`src/rtl/fetch_queue_pkg.sv`:
```
// Shared types for the fetch queue: fetch packet, lane group and default depth.
// MACHINE_WIDTH and XLEN are global macros; defaults apply only when the build leaves them undefined.
`ifndef MACHINE_WIDTH
`define MACHINE_WIDTH 4
`endif
`ifndef XLEN
`define XLEN 32
`endif

package fetch_queue_pkg;
  localparam int unsigned MW       = `MACHINE_WIDTH;
  localparam int unsigned FQ_DEPTH = 4;

  typedef struct packed {
    logic              valid;
    logic [`XLEN-1:0]  pc;
    logic [31:0]       inst;
  } FETCH_PACKET;

  typedef FETCH_PACKET [0:MW-1] FETCH_GROUP;

  // A group is worth storing only if at least one lane carries an instruction.
  function automatic logic any_valid(input FETCH_GROUP g);
    logic v;
    v = 1'b0;
    for (int i = 0; i < int'(MW); i++) v = v | g[i].valid;
    return v;
  endfunction
endpackage

```
`src/rtl/fq_ptr_ctrl.sv`:
```
// Read/write pointer bookkeeping for the fetch queue; pointers carry an extra wrap bit.
module fq_ptr_ctrl
  import fetch_queue_pkg::*;
#(
  parameter int unsigned DEPTH = FQ_DEPTH
) (
  input  logic                       clk,
  input  logic                       rst_n,
  input  logic                       enq,
  input  logic                       deq,
  input  logic                       flush,
  output logic [$clog2(DEPTH)-1:0]   wr_idx_c,
  output logic [$clog2(DEPTH)-1:0]   rd_idx_nxt_c,
  output logic                       full_nxt_c,
  output logic                       empty_nxt_c,
  output logic [$clog2(DEPTH):0]     occupancy
);
  localparam int unsigned AW = $clog2(DEPTH);
  localparam int unsigned PW = AW + 1;

  logic [PW-1:0] wr_ptr, rd_ptr, wr_nxt, rd_nxt;

  // Flush wins over any same-cycle enqueue or dequeue.
  always_comb begin
    wr_nxt = wr_ptr;
    rd_nxt = rd_ptr;
    if (flush) begin
      wr_nxt = '0;
      rd_nxt = '0;
    end else begin
      if (enq) wr_nxt = wr_ptr + PW'(1);
      if (deq) rd_nxt = rd_ptr + PW'(1);
    end
  end

  assign wr_idx_c     = wr_ptr[AW-1:0];
  assign rd_idx_nxt_c = rd_nxt[AW-1:0];
  assign full_nxt_c   = (wr_nxt[AW-1:0] == rd_nxt[AW-1:0]) && (wr_nxt[AW] != rd_nxt[AW]);
  assign empty_nxt_c  = (wr_nxt == rd_nxt);

  always_ff @(posedge clk or negedge rst_n) begin
    if (!rst_n) begin
      wr_ptr    <= '0;
      rd_ptr    <= '0;
      occupancy <= '0;
    end else begin
      wr_ptr    <= wr_nxt;
      rd_ptr    <= rd_nxt;
      occupancy <= wr_nxt - rd_nxt;
    end
  end
endmodule

```
`src/rtl/fetch_queue.sv`:
```
// Fetch-to-decode group buffer with retire-time flush; all outputs come straight from flops.
// Optional FETCH_QUEUE_STALL_CNT_EN adds saturating stall_cnt / flush_cnt event counters.
module fetch_queue
  import fetch_queue_pkg::*;
#(
  parameter int unsigned DEPTH = FQ_DEPTH
) (
  input  logic                    clk,
  input  logic                    rst_n,
  input  FETCH_GROUP              fetch_pkt,
  output logic [MW-1:0]           fetch_pkt_ready,
  input  logic                    retire_br_misp,
  output FETCH_GROUP              dec_pkt,
  output logic                    dec_valid,
  input  logic                    dec_ready,
  output logic [$clog2(DEPTH):0]  occupancy
`ifdef FETCH_QUEUE_STALL_CNT_EN
  ,
  output logic [31:0]             stall_cnt,
  output logic [31:0]             flush_cnt
`endif
);
  localparam int unsigned AW = $clog2(DEPTH);

  logic          grp_valid_c, enq_c, deq_c;
  logic          full_nxt_c, empty_nxt_c;
  logic [AW-1:0] wr_idx_c, rd_idx_nxt_c;
  FETCH_GROUP    head_nxt_c;
  FETCH_GROUP    mem [DEPTH];

  assign grp_valid_c = any_valid(fetch_pkt);
  assign enq_c       = (&fetch_pkt_ready) && grp_valid_c && !retire_br_misp;
  assign deq_c       = dec_valid && dec_ready && !retire_br_misp;

  fq_ptr_ctrl #(.DEPTH(DEPTH)) u_ptr (
    .clk          (clk),
    .rst_n        (rst_n),
    .enq          (enq_c),
    .deq          (deq_c),
    .flush        (retire_br_misp),
    .wr_idx_c     (wr_idx_c),
    .rd_idx_nxt_c (rd_idx_nxt_c),
    .full_nxt_c   (full_nxt_c),
    .empty_nxt_c  (empty_nxt_c),
    .occupancy    (occupancy)
  );

  always_ff @(posedge clk) begin
    if (enq_c) mem[wr_idx_c] <= fetch_pkt;
  end

  // Next head: an enqueue into an empty queue lands in the head slot and must bypass the array.
  always_comb begin
    head_nxt_c = '0;
    if (!empty_nxt_c) begin
      if (enq_c && (wr_idx_c == rd_idx_nxt_c)) head_nxt_c = fetch_pkt;
      else                                     head_nxt_c = mem[rd_idx_nxt_c];
    end
  end

  always_ff @(posedge clk or negedge rst_n) begin
    if (!rst_n) begin
      fetch_pkt_ready <= '1;
      dec_valid       <= 1'b0;
      dec_pkt         <= '0;
    end else begin
      fetch_pkt_ready <= {MW{!full_nxt_c}};
      dec_valid       <= !empty_nxt_c;
      dec_pkt         <= head_nxt_c;
    end
  end

`ifdef FETCH_QUEUE_STALL_CNT_EN
  always_ff @(posedge clk or negedge rst_n) begin
    if (!rst_n) begin
      stall_cnt <= '0;
      flush_cnt <= '0;
    end else begin
      if (grp_valid_c && !(&fetch_pkt_ready) && (stall_cnt != '1)) stall_cnt <= stall_cnt + 32'd1;
      if (retire_br_misp && (flush_cnt != '1))                   flush_cnt <= flush_cnt + 32'd1;
    end
  end
`endif
endmodule

```
`config.mk`:
```
export PLATFORM = sky130hd
export DESIGN_NAME = fetch_queue
export DESIGN_NICKNAME = d
export VERILOG_FILES = /design/src/rtl/fetch_queue_pkg.sv /design/src/rtl/fq_ptr_ctrl.sv /design/src/rtl/fetch_queue.sv
export SDC_FILE = /design/constraint.sdc
export NUM_CORES = 2
export LEC_CHECK = 0
export ABC_AREA = 1
export CAP_MARGIN = 10
export CELL_PAD_IN_SITES_DETAIL_PLACEMENT = 0
export CELL_PAD_IN_SITES_GLOBAL_PLACEMENT = 1
export CORE_MARGIN = 10
export CORE_UTILIZATION = 30
export DETAILED_ROUTE_END_ITERATION = 12
export PLACE_DENSITY_LB_ADDON = 0.1
export SYNTH_ARGS = -nofsm -noshare
export SYNTH_HDL_FRONTEND = slang
export SYNTH_HIERARCHICAL = 1
export SYNTH_SLANG_ARGS = --single-unit
```
`constraint.sdc`:
```
create_clock -name clk -period 15.9 [get_ports clk]
set_input_delay 3.975 -clock clk [delete_from_list [all_inputs] [get_ports clk]]
set_output_delay 3.975 -clock clk [all_outputs]
set_load 0.005 [all_outputs]
```
==> impl_metrics.json <==
{
  "synth_common_cells": "nor2_1, edfxtp_1, nand2_1",
  "drt-pass1-iter-count": 7,
  "wl_per_cell_um": 21.11,
  "grt_usage_pct": 16.82,
  "status": "completed",
  "clock-sinks": 1311,
  "setup_tns_ns": 0,
  "cts_resized": 0,
  "fillerInstances": 17520,
  "ys_seq_area_share_pct": 70.64,
  "grt_pass1_wl_um": 250300,
  "timing.critical_path.to": "dec_pkt[131]",
  "worst_ep_arrival_time_ns": 9.58,
  "hold_viol_final": 0,
  "synth_area_leader_cell": "edfxtp_1",
  "async_reset_ff_share_pct": 20.67,
  "area_growth_pct": 23.25,
  "holdBufCountCts": 0,
  "ys_warn_count": 6,
  "crit_start": "retire_br_misp",
  "reg2reg_from": "fetch_pkt_ready[0]",
  "cellLeakagePower_uw": 0.02638,
  "cts_tree": "built",
  "cts-htree-levels": 4,
  "rr_worst_depth": 13,
  "slew_headroom_pct": 23.83,
  "synth-edff-count": 1040,
  "drt-vias-per-instance": 4.447,
  "period_needed_ns": 8.866,
  "clk_latency_ns": 0.80,
  "grt.overflow.total": 0,
  "required_ns": 16.62,
  "fp.dieW_um": 443.5,
  "avgSynthCellArea_um2": 10.62,
  "layout-drive-gt1-share_pct": 9.672,
  "use_met2_pct": 29.12,
  "hold_class": "reg -> reg",
  "drc": 0,
  "drt-initial-drc-count": 1979,
  "dieArea_um2": 196700,
  "grt_pass1_vias": 36110,
  "clk_pin_slew_worst_paths_ns": 0.05,
  "slew_viol_final": 0,
  "crit_path_end_kind": "flip-flop",
  "cts_setup_buffers": 0,
  "cts_inserted_buffers": 157,
  "synth_ff_type": "edfxtp_1",
  "use_met1_pct": 21.06,
  "row_count": 155,
  "busiest_layer": "met2",
  "antenna_left": 0,
  "antenna_found_initial": 33,
  "stdcell_count": 8008,
  "yosys-top-cells-area": "edfxtp_1, dfrtp_1, nor2_1",
  "globalRouteMet3Util_pct": 3.208,
  "clk_path_buf_depth": 3,
  "rsz0062_at_grt": "false",
  "place_congestion": 0.7090,
  "synthCells": 5068,
  "clockRootBuffer": "clkbuf_16",
  "cap_violations": 0,
  "nets": 5783,
  "reg2reg_slack_ns": 10.31,
  "vias": 35610,
  "core_um2": 178400,
  "skew_ns": 0.02961,
  "syn-cell-area_um2": 53810,
  "synth.distinct_cells": 25,
  "grt_max_degree": 189,
  "synth.most_common_cell": "nor2_1",
  "ioPinCount": 532,
  "crit_type": "in -> reg",
  "netlist.area_leader.share_pct": 58.03,
  "fmax_mhz": 112.8,
  "synth_nets": 5337,
  "tightest_slew_ns": 1.140,
  "port-buffer-count": 531,
  "power_density_nw_per_um2": 142.7,
  "synth.ff_latch_count": 1311,
  "irDropWorstVdd_mv": 0.09675,
  "start_util_pct": 30.16,
  "finalWirelength_um": 169000,
  "start_kind": "primary input",
  "dp_hpwl_um": 88360,
  "dp.cells": 7710,
  "setup_viol": 0,
  "r2r_end": "dec_pkt[131]",
  "fp.dieH_um": 443.5,
  "finalCritPeriodShare_pct": 55.76,
  "cp_max_fo": 99
}
## layout by cell type (no fill, tap or decap), types with 8 or more instances in the layout
| master | n |
|---|---|
| o21ai_0 | 260 |
| bufinv_16 | 9 |
| nand2_1 | 805 |
| nor2_4 | 9 |
| clkdlybuf4s50_1 | 530 |
| buf_12 | 12 |
| clkbuf_1 | 62 |
| buf_4 | 36 |
| clkinv_1 | 16 |
| edfxtp_1 | 1040 |
| clkinv_2 | 16 |
| diode_2 | 8 |
| nand3_1 | 266 |
| dfrtp_1 | 270 |
| clkbuf_8 | 15 |
| nor2_1 | 1566 |
| clkbuf_16 | 162 |
| or2_2 | 260 |
| inv_1 | 275 |
## how the worst min path moves through the flow
stage	depth (start not counted)	end	startpoint
finish	4	dec_pkt[75]	mem[3][75]
global route	4	dec_pkt[101]	mem[3][101]
CTS	4	dec_pkt[75]	mem[3][75]
detailed placement	4	dec_pkt[211]	mem[3][211]
global placement	4	dec_pkt[92]	mem[3][92]
floorplan	3	u_ptr/wr_ptr[0]	u_ptr/wr_ptr[0]
## final cells by class
| cell class | instances | area (um2) | share of cell area (%) |
|---|---|---|---|
| clock inverters | 51 | 518.0 | 0.7810 |
| clock buffers | 239 | 4493 | 6.774 |
| inverters | 282 | 1081 | 1.630 |
| repair buffers | 579 | 5831 | 8.791 |
| multi-input cells | 3183 | 13420 | 20.24 |
| diodes | 8 | 20.02 | 0.03018 |
| well taps | 2355 | 2947 | 4.443 |
| flip-flops and latches | 1311 | 38010 | 57.31 |
## worst max-delay path: stages
cell	delay, ns
clkdlybuf4s50_1	0.58
nor2_1	0.37
xnor2_1	0.17
nor2_4	0.87
buf_4	0.61
ha_1	0.34
nand2_1	0.12
a21oi_2	0.08
inv_8	0.61
buf_4	0.86
buf_4	0.64
nand2_1	0.12
nor2_1	0.11
## where the power goes
group / switching, uW / leakage (uW) / total (uW) / internal [uW]
combinational: 1040 / 0.0109 / 1750 / 710
sequential: 161 / 0.0130 / 4210 / 4050
clock: 1410 / 0.00243 / 3500 / 2090
total: 2610 / 0.0264 / 9460 / 6850
## metal layers
layer | wire (um) | part of all wire [%]
met5 | 125 | 0.074
met4 | 4546 | 2.7
met3 | 6749 | 4.0
met2 | 84360 | 50
met1 | 73250 | 43
## metrics by stage
| step | hold slack, ns | total power (uW) | cell area (um2) | setup WS (ns) | utilization [%] |
|---|---|---|---|---|---|
| detailed placement | 0.5798 | 6092 | 61290 | 6.038 | 34.35 |
| CTS | 0.5866 | 9654 | 66300 | 6.903 | 37.16 |
| floorplan | 0.5381 | 5115 | 53810 | -0.7372 | - |
| global placement | 0.5764 | 6097 | 61290 | 6.045 | 34.35 |
| finish | 0.5829 | 9463 | 66320 | 7.034 | 37.17 |
| global route | 0.6270 | 9955 | 66320 | 6.512 | 37.17 |
## state kept, by name, summed over array words and instances, names as in the netlist
| name | flops |
|---|---|
| mem | 1040 |
| dec_pkt | 260 |
| u_ptr/occupancy | 3 |
| u_ptr/rd_ptr | 3 |
| u_ptr/wr_ptr | 3 |
| dec_valid | 1 |
| fetch_pkt_ready | 1 |
## kinds of logic (layout without fill, tap and decap cells)
| kind of cell | count (synthesis) | after routing | share of synthesized area, % |
|---|---|---|---|
| AO/OA/AOI/OAI | 265 | 265 | 2.479 |
| buffers and inverters | 574 | 1151 | 4.518 |
| flip-flops | 1311 | 1311 | 70.64 |
| other | 0 | 8 | 0 |
| adder cells (fa/ha/maj) | 5 | 5 | 0.1302 |
| AND/OR/NAND/NOR | 2912 | 2912 | 22.22 |
| XOR/XNOR | 1 | 1 | 0.01628 |
No activity file was read; power rests on OpenSTA's default activity.
